===== config.mk =====
export PLATFORM = sky130hd
export DESIGN_NAME = temp_ascii_formatter
export DESIGN_NICKNAME = d
export VERILOG_FILES = /design/src/rtl/temp_ascii_formatter.sv
export SDC_FILE = /design/constraint.sdc
export NUM_CORES = 1
export LEC_CHECK = 0
export ABC_AREA = 1
export BUFFER_PORTS_ARGS = -buffer_cell sky130_fd_sc_hd__buf_4
export CAP_MARGIN = 20
export CORE_MARGIN = 8
export CORE_UTILIZATION = 50
export CTS_CLUSTER_DIAMETER = 50
export DETAILED_ROUTE_END_ITERATION = 8
export PLACE_DENSITY = 0.68
export SLEW_MARGIN = 20
export SYNTH_ARGS = -nofsm -noshare
export SYNTH_HDL_FRONTEND = slang
export SYNTH_SLANG_ARGS = --single-unit

===== constraint.sdc =====
create_clock -name clk -period 4.2 [get_ports clk]
set_input_delay 0.21 -clock clk [delete_from_list [all_inputs] [get_ports clk]]
set_output_delay 0.21 -clock clk [all_outputs]
set_load 0.05 [all_outputs]

===== src/rtl/temp_ascii_formatter.sv =====
// Converts one ADT7420 reading (or an I2C failure) into an ASCII record such as "+025.0625\r\n"
// and streams it byte by byte to uart_tx over its start/done handshake.
module temp_ascii_formatter #(
  parameter int TX_TIMEOUT = 100000,
  parameter bit EMIT_CRLF  = 1'b1
) (
  input  logic        clk,
  input  logic        reset,
  input  logic        in_valid,
  output logic        in_ready,
  input  logic [15:0] in_data,
  input  logic        in_fail,
  output logic        tx_start,
  output logic [7:0]  tx_byte,
  input  logic        tx_done_tick,
  output logic        busy,
  output logic        tx_abort
);

  localparam int               CNT_W     = (TX_TIMEOUT > 1) ? $clog2(TX_TIMEOUT) : 1;
  localparam logic [CNT_W-1:0] CNT_LAST  = CNT_W'(TX_TIMEOUT - 1);
  localparam logic [3:0]       ITER_LAST = 4'd13;
  localparam logic [3:0]       NORM_LAST = EMIT_CRLF ? 4'd10 : 4'd8;
  localparam logic [3:0]       FAIL_LAST = EMIT_CRLF ? 4'd4 : 4'd2;

  typedef enum logic [1:0] {IDLE, CONV, SEND, WAIT} state_t;

  state_t state, state_next;

  logic [3:0]       iter;
  logic [3:0]       idx;
  logic [3:0]       last_idx;
  logic [3:0]       next_idx;
  logic [CNT_W-1:0] cnt;

  logic        rec_neg;
  logic        rec_fail;
  logic [13:0] int_bin;
  logic [13:0] frac_bin;
  logic [11:0] int_bcd;
  logic [15:0] frac_bcd;

  logic signed [12:0] temp_in;
  logic signed [12:0] temp_neg;
  logic [12:0]        mag_in;
  logic [13:0]        int_in;
  logic [13:0]        frac_in;
  logic               unused_low_bits;

  // One double-dabble step: add 3 to every digit >= 5, then shift in the next binary bit.
  function automatic logic [11:0] dabble_int(input logic [11:0] bcd, input logic bit_in);
    logic [11:0] adj;
    for (int i = 0; i < 3; i++)
      adj[4*i +: 4] = (bcd[4*i +: 4] >= 4'd5) ? bcd[4*i +: 4] + 4'd3 : bcd[4*i +: 4];
    return {adj[10:0], bit_in};
  endfunction

  function automatic logic [15:0] dabble_frac(input logic [15:0] bcd, input logic bit_in);
    logic [15:0] adj;
    for (int i = 0; i < 4; i++)
      adj[4*i +: 4] = (bcd[4*i +: 4] >= 4'd5) ? bcd[4*i +: 4] + 4'd3 : bcd[4*i +: 4];
    return {adj[14:0], bit_in};
  endfunction

  function automatic logic [7:0] ascii_digit(input logic [3:0] d);
    return 8'h30 + {4'h0, d};
  endfunction

  function automatic logic [7:0] record_byte(input logic [3:0]  k,
                                             input logic        is_fail,
                                             input logic        is_neg,
                                             input logic [11:0] ib,
                                             input logic [15:0] fb);
    logic [7:0] b;
    b = 8'h00;
    if (is_fail) begin
      case (k)
        4'd0:       b = 8'h45;
        4'd1, 4'd2: b = 8'h52;
        4'd3:       b = 8'h0D;
        4'd4:       b = 8'h0A;
        default:    b = 8'h00;
      endcase
    end else begin
      case (k)
        4'd0:    b = is_neg ? 8'h2D : 8'h2B;
        4'd1:    b = ascii_digit(ib[11:8]);
        4'd2:    b = ascii_digit(ib[7:4]);
        4'd3:    b = ascii_digit(ib[3:0]);
        4'd4:    b = 8'h2E;
        4'd5:    b = ascii_digit(fb[15:12]);
        4'd6:    b = ascii_digit(fb[11:8]);
        4'd7:    b = ascii_digit(fb[7:4]);
        4'd8:    b = ascii_digit(fb[3:0]);
        4'd9:    b = 8'h0D;
        4'd10:   b = 8'h0A;
        default: b = 8'h00;
      endcase
    end
    return b;
  endfunction

  // Magnitude of the 13-bit reading; -4096 maps to 4096, which still fits 13 unsigned bits.
  assign temp_in         = $signed(in_data[15:3]);
  assign temp_neg        = -temp_in;
  assign mag_in          = temp_in[12] ? $unsigned(temp_neg) : $unsigned(temp_in);
  assign int_in          = {5'd0, mag_in[12:4]};
  assign frac_in         = {10'd0, mag_in[3:0]} * 14'd625;
  assign unused_low_bits = ^in_data[2:0];

  assign last_idx = rec_fail ? FAIL_LAST : NORM_LAST;
  assign next_idx = (state == CONV) ? 4'd0 : idx + 4'd1;

  always_comb begin
    state_next = state;
    in_ready   = 1'b0;
    busy       = 1'b1;
    tx_start   = 1'b0;
    tx_abort   = 1'b0;
    case (state)
      IDLE: begin
        in_ready = 1'b1;
        busy     = 1'b0;
        if (in_valid) state_next = CONV;
      end
      CONV: begin
        if (iter == ITER_LAST) state_next = SEND;
      end
      SEND: begin
        tx_start   = 1'b1;
        state_next = WAIT;
      end
      WAIT: begin
        if (tx_done_tick) begin
          state_next = (idx == last_idx) ? IDLE : SEND;
        end else if (cnt == CNT_LAST) begin
          tx_abort   = 1'b1;
          state_next = IDLE;
        end
      end
      default: state_next = IDLE;
    endcase
  end

  // Control: state, counters and the transmit byte register
  always_ff @(posedge clk) begin
    if (reset) begin
      state   <= IDLE;
      iter    <= 4'd0;
      idx     <= 4'd0;
      cnt     <= '0;
      tx_byte <= 8'h00;
    end else begin
      state <= state_next;
      case (state)
        IDLE: begin
          iter <= 4'd0;
          idx  <= 4'd0;
        end
        CONV:    iter <= iter + 4'd1;
        SEND:    cnt  <= '0;
        WAIT:    cnt  <= cnt + 1'b1;
        default: ;
      endcase
      // Byte 0 depends only on sign/fail, so it can be loaded on the last conversion step.
      if (state_next == SEND) begin
        idx     <= next_idx;
        tx_byte <= record_byte(next_idx, rec_fail, rec_neg, int_bcd, frac_bcd);
      end
    end
  end

  // Datapath: latch reading, then 14 parallel double-dabble iterations
  always_ff @(posedge clk) begin
    if (state == IDLE && in_valid) begin
      rec_neg  <= temp_in[12];
      rec_fail <= in_fail;
      int_bin  <= int_in;
      frac_bin <= frac_in;
      int_bcd  <= 12'd0;
      frac_bcd <= 16'd0;
    end else if (state == CONV) begin
      int_bcd  <= dabble_int(int_bcd, int_bin[13]);
      frac_bcd <= dabble_frac(frac_bcd, frac_bin[13]);
      int_bin  <= {int_bin[12:0], 1'b0};
      frac_bin <= {frac_bin[12:0], 1'b0};
    end
  end

endmodule


Yosys cells after proc, flatten, opt, wreduce, memory -nomap -nowiden

Cells that the tools add are included.

Bitwise operators: 0
$mul: 1
Eq/ne operators: 17
$lt $le $gt $ge: 7
Shift-type cells: 0
Multiplexer cells: 34
Reductions and logical operators: 8
Add/sub/neg operators: 18
Divide/modulo/power cells: 0

Operators with widths:

| kind                                                | number |
|---|---|
| case mux 7 bit (11 select lines)                    | 1 |
| adder 6 x 4 -> 7 bit, first input constant          | 7 |
| two-way mux 4 bit                                   | 9 |
| case mux 17 bit (2 select lines)                    | 1 |
| >= comparator 4 x 3 -> 1 bit, second input constant | 7 |
| two-way mux 14 bit                                  | 2 |
| case mux 7 bit (4 select lines)                     | 1 |
| adder 4 x 2 -> 4 bit, second input constant         | 5 |
| two-way mux 9 bit                                   | 2 |
| adder 17 x 1 -> 17 bit, second input constant       | 1 |
| equality test 17 bit, second input constant         | 1 |
| equality test 4 x 3 -> 1 bit, second input constant | 4 |
| equality test 4 bit, second input constant          | 4 |
| multiplier 4 x 10 -> 14 bit, second input constant  | 1 |
| two-way mux 13 bit                                  | 1 |
| negator 13 bit                                      | 1 |
| two-way mux 2 bit                                   | 5 |
| two-way mux 3 bit                                   | 3 |
| adder 4 x 1 -> 4 bit, second input constant         | 2 |
| equality test 4 x 2 -> 1 bit, second input constant | 2 |
| two-way mux 8 bit                                   | 1 |
| case mux 2 bit (4 select lines)                     | 1 |
| case mux 4 bit (2 select lines)                     | 1 |
| nonzero test 2 bit                                  | 4 |
| other kinds (10)                                    | 18 |

Word-level logic and storage cells: 97
Bits in registers: 93
Bits in latches: 0
Memories: 0
Memory bits (read-only): 0
Bits in writable memories: 0
Output and inout port bits: 12

Depth between registers and ports, before layout

Gate-level depths: netlist of run 1.

Word-level depth: 7
Depth in mapped cells: 20
Mapped depth without buffers: 20

Worst setup path after synthesis of run 1

OpenSTA, ideal clock, no wires.

Path type: in2reg
From: input in_data[3]
To: register frac_bin[11], data pin
Arrival: 2.726 ns
Path buffers: 0
Path slack: 1.213 ns
Required time: 3.939 ns
Stages: 20
Path through: inv_1 ha_1 inv_1 nand2_1 xor2_1 xor2_1 ha_1 inv_1 nand2_1 ha_1 ha_1 a21oi_1 nand2_1 nand2_1 inv_1 or2_2 a21oi_1 nand2_1 nand2_1 o21ai_0

Longest elaborated chain between the ends: 4

RTL lines:

| what                            | RTL line | RTL |
|---|---|---|
| start, declared                 | 11       | `input logic [15:0] in_data,` |
| negator 13 bit                  | 105      | `assign temp_neg = -temp_in;` |
| two-way mux 13 bit (*)          | 106      | `assign mag_in = temp_in[12] ? $unsigned(temp_neg) : $unsigned(temp_in);` |
| multiplier 4 x 10 -> 14 bit (*) | 108      | `assign frac_in = {10'd0, mag_in[3:0]} * 14'd625;` |
| two-way mux 14 bit (*)          | 175      | `if (state == IDLE && in_valid) begin` |
| end signal, assigned            | 179      | `frac_bin <= frac_in;` |
| end signal, assigned            | 186      | `frac_bin <= {frac_bin[12:0], 1'b0};` |
| end, declared                   | 39       | `logic [13:0] frac_bin;` |

Every way passes the cells marked *; elsewhere a longest branch is shown, timed or not.
A chain may end at the register's enable or synchronous reset.

Worst setup path after layout of run 1

Same ends and word-level chain as after synthesis.

==> impl_metrics.ini, run 1 <==
[status]
status = complete, no violations

[floorplan]
num_rows = 38
core_mm2 = 0.0107
die_w_um = 121
die_h_um = 121
initial_core_util_pct = 50.9
dieArea_mm2 = 0.0145
ios = 33

[global_route]
grt_antenna_before_repair = 0
grt_max_degree = 42
track_usage_pct = 17.2
grt_pass1_vias = 4540
grt_pass1_wl_um = 20700
grt.overflow.total = 0

[synth]
avgSynthCellArea_um2 = 7.46
yosysWarnings = 0
async_reset_ff_share_pct = 0
synthCells = 733
synth_edf_count = 25
synth_seq_cells = 92
seq_area_frac_synth_pct = 38.3
syn_area_mm2 = 0.00547
synth_ff_type = dfxtp_1
synthesis.nets = 786
yosysUniqueCellTypes = 46

[timing]
slew_violations = 0
worstMarginPinSlew_ns = 0.707
fin_crit_sh_pct = 72.2
period_minus_slack_ns = 3.03
setup_viol = 0
finalHoldViolCount = 0
finalSetupTns_ns = 0
rsz0062_at_grt = false
relSlewSlack_pct = 52.8
fin_skew_ns = 0.0141
max_freq_mhz = 330
fin_ws_ns = 1.17

[routing]
first_pass_iters = 5
num_vias = 4814
wire_per_inst_um = 13.2
wl_um = 11800
ant_nets = 0
post-route-drc-count = 0
vias_per_cell = 5.37
drt_iter0_markers = 352

[clock_network]
cts_setup_buffers = 0
cts_root_buf = clkbuf_8
ctsLongestPathBuffers = 2
cts_buffers = 9
tritoncts = built
cts_sinks = 92
insertion_delay_ns = 0.37
ctsHoldBuffers = 0
cts-resized-gates = 0
path_clk_slew_ns = 0.10
cts_max_level = 3

[pwr]
power_density_mw_per_mm2 = 314
leakage_nw = 2.67
vdd_drop_max_v = 0.000163

[worst_setup_path]
worstPathRequired_ns = 4.33
slowest_delay_ns = 0.36
critPathArrivalTime_ns = 3.16
critical_path_buf_inv_count = 5
worst_path_most_repeated_cell = nand2_1
crit_family = adder cells
slowest_stage = ha_1
cp-end-kind = flop
crit_path_start_kind = input pin
crit_chain = buf_4 -> inv_1 -> ha_1 -> inv_1 -> nand2_1 -> xor2_1 -> xor2_1 -> ha_1 -> inv_1 -> nand2_1 -> ha_1 -> ha_1 -> a21oi_1 -> nand2_1 -> nand2_1 -> inv_1 -> or2_2 -> a21oi_1 -> nand2_1 -> nand2_1 -> o21ai_0
critPathKind = input pin to flop
regToRegSetupSlack_ns = 1.58
crit_fanout = 5

[place]
place_congestion = 0.894
dp.final_hpwl_um = 8510
numPortBuffers = 28
pre_cts_slack_ns = 0.758

[final_layout]
regArea_mm2 = 0.00209
drive_gt1_share_pct = 10.0
num_antenna_cells = 0
fillers = 1048
fin_nets = 805
multi_input_area_mm2 = 0.00290
synthToLayoutAreaGrowth_pct = 8.79

[job]
cap_violations = 0

[worst_hold_path]
hold_class = input pin to flop
logic make-up after synthesis:
| logic type | share of synthesized area [%] |
|---|---|
| flip-flops | 38.3 |
| buffers and inverters | 8.77 |
| AO/OA/AOI/OAI | 14.8 |
| XOR/XNOR | 2.56 |
| other | 0.0686 |
| AND/OR/NAND/NOR | 28.1 |
| adder cells (fa/ha/maj) | 7.46 |
area by class of cell:
| class | count | share of cell area [%] |
|---|---|---|
| clock buffers | 10 | 2.31 |
| clock inverters | 6 | 0.799 |
| inverters | 93 | 5.87 |
| multi-input cells | 523 | 48.7 |
| flip-flops and latches | 92 | 35.2 |
| well taps | 140 | 2.95 |
| repair buffers | 33 | 4.21 |
cells in the mapped netlist (3+ instances only):
cell      instances  area share, %
nor2_1           74            5.1
nor2_2            4           0.46
dfxtp_1          67             25
clkbuf_1          9           0.62
edfxtp_1         25             14
nor4_1            3           0.34
buf_6             3           0.62
nand3_1          40            3.7
o22ai_1           6           0.69
buf_2             8           0.73
ha_1             31            7.1
nand4_1          35            4.0
o32ai_1           5           0.80
a211oi_1          3           0.41
xnor2_1           4           0.64
buf_1             4           0.27
inv_1            90            6.2
a21oi_1          62            5.7
nor2_4            6            1.2
o21ai_0          60            5.5
xor2_1           12            1.9
nand2_1         142            9.8
nand2_2           5           0.57
nor3_1            7           0.64
per-stage QoR:
stage	power [W]	utilization [%]	instance area (um^2)	cells	hold slack [ns]
2_1_floorplan	0.00123	-	5470	733	0.309
6_report	0.00187	55.3	5950	897	0.0866
3_3_place_gp	0.00131	53.5	5750	880	0.392
4_1_cts	0.00189	55.3	5940	896	0.000207
3_5_place_dp	0.00131	53.5	5750	880	0.399
5_1_grt	0.00198	55.3	5950	897	0.0694
worst register-to-register path, stage by stage (launching register included):
cell	delay (ns)
dfxtp_1	0.50
inv_2	0.21
nand2_2	0.38
nand2_1	0.12
nor2_2	0.52
nand3_1	0.31
nand2_1	0.14
nor2_1	0.05
nand3_1	0.12
nand2_1	0.07
a21oi_1	0.12
per-layer routing:
| metal | up-vias | GRT usage [%] | share of wire, % |
|---|---|---|---|
| li1 | 2498 | - | - |
| met3 | 11 | 4.20 | 5.2 |
| met5 | - | 0 | 0 |
| met4 | 0 | 5.62 | 1.0 |
| met2 | 88 | 28.4 | 47 |
| met1 | 2217 | 21.5 | 46 |
report_power, final:
group	internal, W	switching [W]
Sequential	0.000975	0.0000237
Combinational	0.000108	0.000188
Clock	0.000237	0.000335
layout by cell type, fill, tap and decap left out, types with 4 or more instances in the layout:
| cell | instances |
|---|---|
| o32ai_1 | 5 |
| o22ai_1 | 6 |
| a21oi_1 | 62 |
| nor3_1 | 7 |
| edfxtp_1 | 25 |
| ha_1 | 31 |
| buf_4 | 32 |
| nor2_1 | 74 |
| xor2_1 | 12 |
| dfxtp_1 | 67 |
| nand2_2 | 5 |
| xnor2_1 | 4 |
| nand2_1 | 142 |
| clkbuf_8 | 10 |
| nand3_1 | 40 |
| inv_1 | 90 |
| nand4_1 | 35 |
| nor2_2 | 4 |
| o21ai_0 | 60 |
| nor2_4 | 6 |
final timing paths:
check	from	to	cells after the start
min reg2reg	int_bin[8]	int_bin[9]	2
min	reset	idx[3]	2
max	in_data[3]	frac_bin[11]	21
max reg2reg	state[1]	tx_byte[1]	10
registers in the layout, summed over array words and instances (netlist names):
| name | flops |
|---|---|
| tx_byte | 7 |
| int_bcd | 12 |
| iter | 4 |
| frac_bcd | 16 |
| rec_fail | 1 |
| frac_bin | 14 |
| state | 2 |
| idx | 4 |
| rec_neg | 1 |
| int_bin | 14 |
| cnt | 17 |
Note: power is estimated with default switching activity, not from simulation.
==> run 2: changes to the inputs <==
==> constraint.sdc (replaced) <==
create_clock -name clk -period 3.1 [get_ports clk]
set_input_delay 0.155 -clock clk [delete_from_list [all_inputs] [get_ports clk]]
set_output_delay 0.155 -clock clk [all_outputs]
set_load 0.05 [all_outputs]
==> run 2 against run 1 <==
  * Utilization increased by 0.99 points
  * First-iteration DRC count increased by 6.0%
  * Cell area increased by 1.8%
  * Clock-buffer cell count increased by 3
  * Routed wire length increased by 0.59%
  * Critical endpoint unchanged
==> impl_metrics.ini, run 2 (synthesized netlist as in run 1, its figures left out) <==
[final_layout]
fin_cells = 907
reg_top3 = cnt x17, frac_bcd x16
regArea_mm2 = 0.00209
drive_gt1_share_pct = 11.2
largest_reg_flops = 17
multi_input_area_mm2 = 0.00290
final_cell_mix = nand2_1 (142), inv_1 (90), nor2_1 (74), dfxtp_1 (67), a21oi_1 (62)
regMostFlops = cnt
fin_nets = 815
final_common_cell = nand2_1
final_util_pct = 56.3
fillers = 1023
synthToLayoutAreaGrowth_pct = 10.7
num_antenna_cells = 0

[status]
status = complete, no violations

[floorplan]
die_h_um = 121
initial_core_util_pct = 50.9
ios = 33
dieArea_mm2 = 0.0145
die_w_um = 121
num_rows = 38
core_mm2 = 0.0107

[worst_setup_path]
critPathArrivalTime_ns = 2.85
worstPathRequired_ns = 3.23
critPathKind = input pin to flop
slowest_delay_ns = 0.32
rr_startpoint = state[1]
worst_path_most_repeated_cell = nand2_1
cp-end-kind = flop
slowest_stage = ha_1
crit_start = in_data[3]
crit_chain = buf_4 -> inv_1 -> ha_1 -> inv_1 -> nand2_1 -> xor2_1 -> xor2_1 -> ha_1 -> inv_1 -> nand2_1 -> ha_1 -> ha_1 -> a21oi_1 -> nand2_1 -> nand2_1 -> inv_1 -> or2_2 -> a21oi_1 -> nand2_1 -> nand2_1 -> o21ai_0
crit_path_start_kind = input pin
crit_fanout = 5

[routing]
num_vias = 4853
wl_um = 11900
wire_per_inst_um = 13.1
vias_per_cell = 5.35
drt_iter0_markers = 373
post-route-drc-count = 0
first_pass_iters = 6
ant_nets = 0

[clock_network]
cts_buffers = 9
ctsLongestPathBuffers = 2
insertion_delay_ns = 0.38
cts_sinks = 92
cts_root_buf = clkbuf_8
cts_setup_buffers = 0
path_clk_slew_ns = 0.10
cts_max_level = 3
tritoncts = built

[worst_hold_path]
hold_class = input pin to flop
hold_path_startpoint = reset

[timing]
period_minus_slack_ns = 2.72
relSlewSlack_pct = 52.4
fin_ws_ns = 0.381
rsz0062_at_grt = false
slew_violations = 0
setup_viol = 0
fin_skew_ns = 0.0107
holdWs_ns = 0.0267
max_freq_mhz = 368
finalHoldViolCount = 0
fin_crit_sh_pct = 87.7
worstMarginPinSlew_ns = 0.714

[place]
numPortBuffers = 28
pre_cts_slack_ns = -0.00596
dp.cells = 890
place_congestion = 0.916
dp.final_hpwl_um = 8570

[pwr]
leakage_nw = 2.74
total_power_w = 0.00264
power_density_mw_per_mm2 = 437
vdd_drop_max_v = 0.000235

[global_route]
grt_max_degree = 37
grt_antenna_before_repair = 0
track_usage_pct = 16.9
grt_pass1_wl_um = 20300
grt.overflow.total = 0
grt_pass1_vias = 4503

[job]
cap_violations = 0
## run 2: final cells by class
type / instances / share of cell area [%]
Multi-Input combinational cell: 523 / 47.8
Sequential cell: 92 / 34.6
Inverter: 93 / 5.77
Timing Repair Buffer: 43 / 5.37
Clock buffer: 13 / 3.14
Tap cell: 140 / 2.89
Clock inverter: 3 / 0.434
## run 2: final timing paths
| kind | slack, ns | endpoint | cells after the start |
|---|---|---|---|
| worst max-delay path | 0.38 | frac_bin[11] | 21 |
| worst min-delay path | 0.03 | idx[1] | 2 |
| worst max register to register | 0.74 | tx_byte[1] | 10 |
| worst min register to register | 0.46 | frac_bcd[0] | 2 |
## run 2: timing repair
action | in CTS | in global routing
endpoints found under the hold margin | 1 | 0
gates resized for setup | 0 | 0
hold buffers | 1 | 0
## run 2: per-stage QoR
step / area (um^2) / setup TNS [ns]
floorplan: 5470 / 0
global placement: 5830 / 0
detailed placement: 5830 / -0.00875
CTS: 6050 / 0
global route: 6050 / 0
finish: 6050 / 0
## run 2: power by group
group          switching, W  internal [W]
combinational      0.000259      0.000166
clock              0.000455      0.000411
sequential        0.0000327       0.00132
total              0.000747       0.00190
## run 2: critical path, delay by kind of cell
family,cells,cell delay [ns]
AOI/OAI and AO/OA,3,0.40
xor gates and xnor gates,2,0.44
adders and majority gates,4,0.90
and+or+nand+nor,7,0.64
buffers and inverters,5,0.30
## run 2: per-layer routing
metal  global-route usage, %  vias to the layer above  share of wire [%]
li1                        -                     2509                  -
met1                    21.1                     2225                 47
met2                    28.3                      112                 46
met3                    4.57                        7                5.4
met4                    4.45                        0               0.86
met5                       0                        -                  0
==> run 3: changes to the inputs <==
--- a/config.mk
+++ b/config.mk
@@ -5,7 +5,6 @@
 export SDC_FILE = /design/constraint.sdc
 export NUM_CORES = 1
 export LEC_CHECK = 0
-export ABC_AREA = 1
 export BUFFER_PORTS_ARGS = -buffer_cell sky130_fd_sc_hd__buf_4
 export CAP_MARGIN = 20
 export CORE_MARGIN = 8
==> run 3 against run 2 <==
  * Non-clock buffer count grew 16
  * Sequential share of layout area grew 0.22 points
  * Sequential cell count is the same
  * Via count shrank 7.4%
  * Synthesized cell count shrank 13%
  * Worst hold slack gained 0.048 ns
  * Highest routed layer unchanged
==> impl_metrics.ini, run 3 <==
[status]
status = complete, no violations

[worst_setup_path]
slowest_stage = ha_1
slowest_delay_ns = 0.32
cp-end-kind = flop
regToRegSetupSlack_ns = 0.64
worstPathRequired_ns = 3.21
crit_fanout = 3
critPathArrivalTime_ns = 2.95
crit_family = adder cells
crit_path_start_kind = input pin
critPathKind = input pin to flop
crit_chain = buf_4 -> inv_1 -> ha_1 -> nand2b_1 -> xnor2_2 -> buf_4 -> buf_4 -> inv_1 -> nor2_1 -> or2_2 -> ha_1 -> ha_1 -> buf_4 -> a21oi_1 -> o21bai_1 -> a21oi_1 -> xnor2_1 -> o21ai_0
critical_path_buf_inv_count = 6
worst_path_most_repeated_cell = buf_4

[timing]
slew_violations = 0
setup_viol = 0
finalHoldViolCount = 0
fin_crit_sh_pct = 91.8
fin_ws_ns = 0.254
period_minus_slack_ns = 2.85
max_freq_mhz = 351
worstMarginPinSlew_ns = 0.818
relSlewSlack_pct = 45.3
fin_skew_ns = 0.0137
holdWs_ns = 0.0743
rsz0062_at_grt = false

[floorplan]
initial_core_util_pct = 51.5
num_rows = 37
die_h_um = 119
core_mm2 = 0.0103
ios = 33
dieArea_mm2 = 0.0142
die_w_um = 119

[synth]
async_reset_ff_share_pct = 0
synthesis.nets = 689
yosysUniqueCellTypes = 60
synth_ff_type = dfxtp_1
synth_edf_count = 25
yosysWarnings = 0
synth_top_area_share_pct = 25.2
yosysTopAreaCell = dfxtp_1
synthCells = 636
synth_seq_cells = 92
avgSynthCellArea_um2 = 8.37
yosys-top-cells-count = nand2_1 (80), dfxtp_1 (67), o21ai_0 (62), nor2_1 (57), a21oi_1 (49)
seq_area_frac_synth_pct = 39.3
ys_top_cells_by_area = dfxtp_1 (25%), edfxtp_1 (14%), ha_1 (7.3%)
synth_most_common_cell = nand2_1
syn_area_mm2 = 0.00532

[final_layout]
drive_gt1_share_pct = 13.2
fin_nets = 724
fillers = 929
fin_cells = 812
final_cell_mix = nand2_1 (80), dfxtp_1 (67), o21ai_0 (61), buf_4 (58), nor2_1 (57)
num_antenna_cells = 0
regArea_mm2 = 0.00209
multi_input_area_mm2 = 0.00297
regMostFlops = cnt
final_common_cell = nand2_1
final_util_pct = 58.3
synthToLayoutAreaGrowth_pct = 13.0
design_area_mm2 = 0.00602
reg_top3 = cnt x17, frac_bcd x16
largest_reg_flops = 17

[routing]
ant_nets = 0
drt_iter0_markers = 395
num_vias = 4494
post-route-drc-count = 0
vias_per_cell = 5.53
wl_um = 11300
first_pass_iters = 5
wire_per_inst_um = 13.9

[clock_network]
ctsLongestPathBuffers = 2
insertion_delay_ns = 0.36
cts_max_level = 3
path_clk_slew_ns = 0.09
cts_buffers = 9
cts_sinks = 92
tritoncts = built
cts_root_buf = clkbuf_8

[global_route]
track_usage_pct = 16.5
grt_max_degree = 43
grt.overflow.total = 0
grt_pass1_wl_um = 19900
grt_pass1_vias = 4380
grt_antenna_before_repair = 0

[pwr]
clkPwrFrac_pct = 33.6
p_seq_share_pct = 49.0
power.switching_w = 0.000744
p_comb_share_pct = 17.4
power_density_mw_per_mm2 = 465
leakage_nw = 2.36
internal_power_w = 0.00205
vdd_drop_max_v = 0.000226
p_sw_share_pct = 26.6

[place]
numPortBuffers = 28
dp.cells = 794
dp.final_hpwl_um = 8230
pre_cts_slack_ns = -0.121
place_congestion = 0.874
place_area_mm2 = 0.00576

[worst_hold_path]
hold_class = input pin to flop

[job]
cap_violations = 0
[run 3: cell types whose count changed after synthesis, moves of 9 or more]
cell and change:
a21oi_1 -13, clkbuf_1 +9, inv_1 -65, nand2_1 -62, nand2b_1 +13, nand4_1 -30, nor2_1 -17, xnor2_1 +17
xor2_1 +12
[run 3: path summary, 6_finish.rpt]
path,startpoint,to,cells after the start
worst max-delay path,in_data[3],frac_bin[11],18
worst min-delay path,in_valid,state[0],3
worst max register to register,state[0],int_bcd[0],6
worst min register to register,int_bin[8],int_bin[9],2
[run 3: kinds of logic after synthesis]
kind of cell / Yosys count / synth area share, %
flops: 92 / 39.3
simple gates: 235 / 20.9
fa+ha+maj: 32 / 7.67
other cells: 1 / 0.0705
compound gates: 164 / 18.1
xor+xnor: 45 / 7.41
buf+inv: 61 / 5.15
mux: 6 / 1.41
[run 3: final cells by class]
class | count | area share [%]
Tap cell | 136 | 2.83
Multi-Input combinational cell | 483 | 49.4
Clock buffer | 10 | 2.48
Timing Repair Buffer | 59 | 7.40
Inverter | 26 | 1.62
Sequential cell | 92 | 34.8
Clock inverter | 6 | 1.50
[run 3: power groups by stage]
stage	Sequential [W]	Clock, W	Combinational [W]
detailed placement	0.00140	0	0.000480
global placement	0.00140	0	0.000461
finish	0.00137	0.000940	0.000486
CTS	0.00137	0.000961	0.000484
global route	0.00138	0.00101	0.000558
floorplan	0.00138	0	0.000328
[run 3: metal layers]
metal  GRT usage [%]  share of wire (%)  vias up
met4            5.61                1.1        0
met3            3.35                5.0        8
met5               0                  0        -
li1                -                  -     2306
met2            27.1                 47       93
met1            21.0                 47     2087
[run 3: metrics by stage]
step                setup TNS [ns]  total power [W]
floorplan                        0          0.00171
global placement           -0.0466          0.00186
detailed placement          -0.231          0.00188
CTS                              0          0.00282
global route                     0          0.00295
finish                           0          0.00280
[run 3: worst register-to-register path, cell delays in order (launching register included)]
cell	delay, ns
dfxtp_1	0.51
or2_2	0.25
inv_1	0.07
nand2_1	0.60
clkinv_1	0.38
buf_4	0.31
o31ai_1	0.26
[run 3: timing repair]
item | CTS | global route
buffers inserted | 0 | 1
endpoints found under the setup margin | 0 | 1
hold endpoints to repair | 1 | 0
resized for setup | 0 | 2
hold buffers | 1 | 0
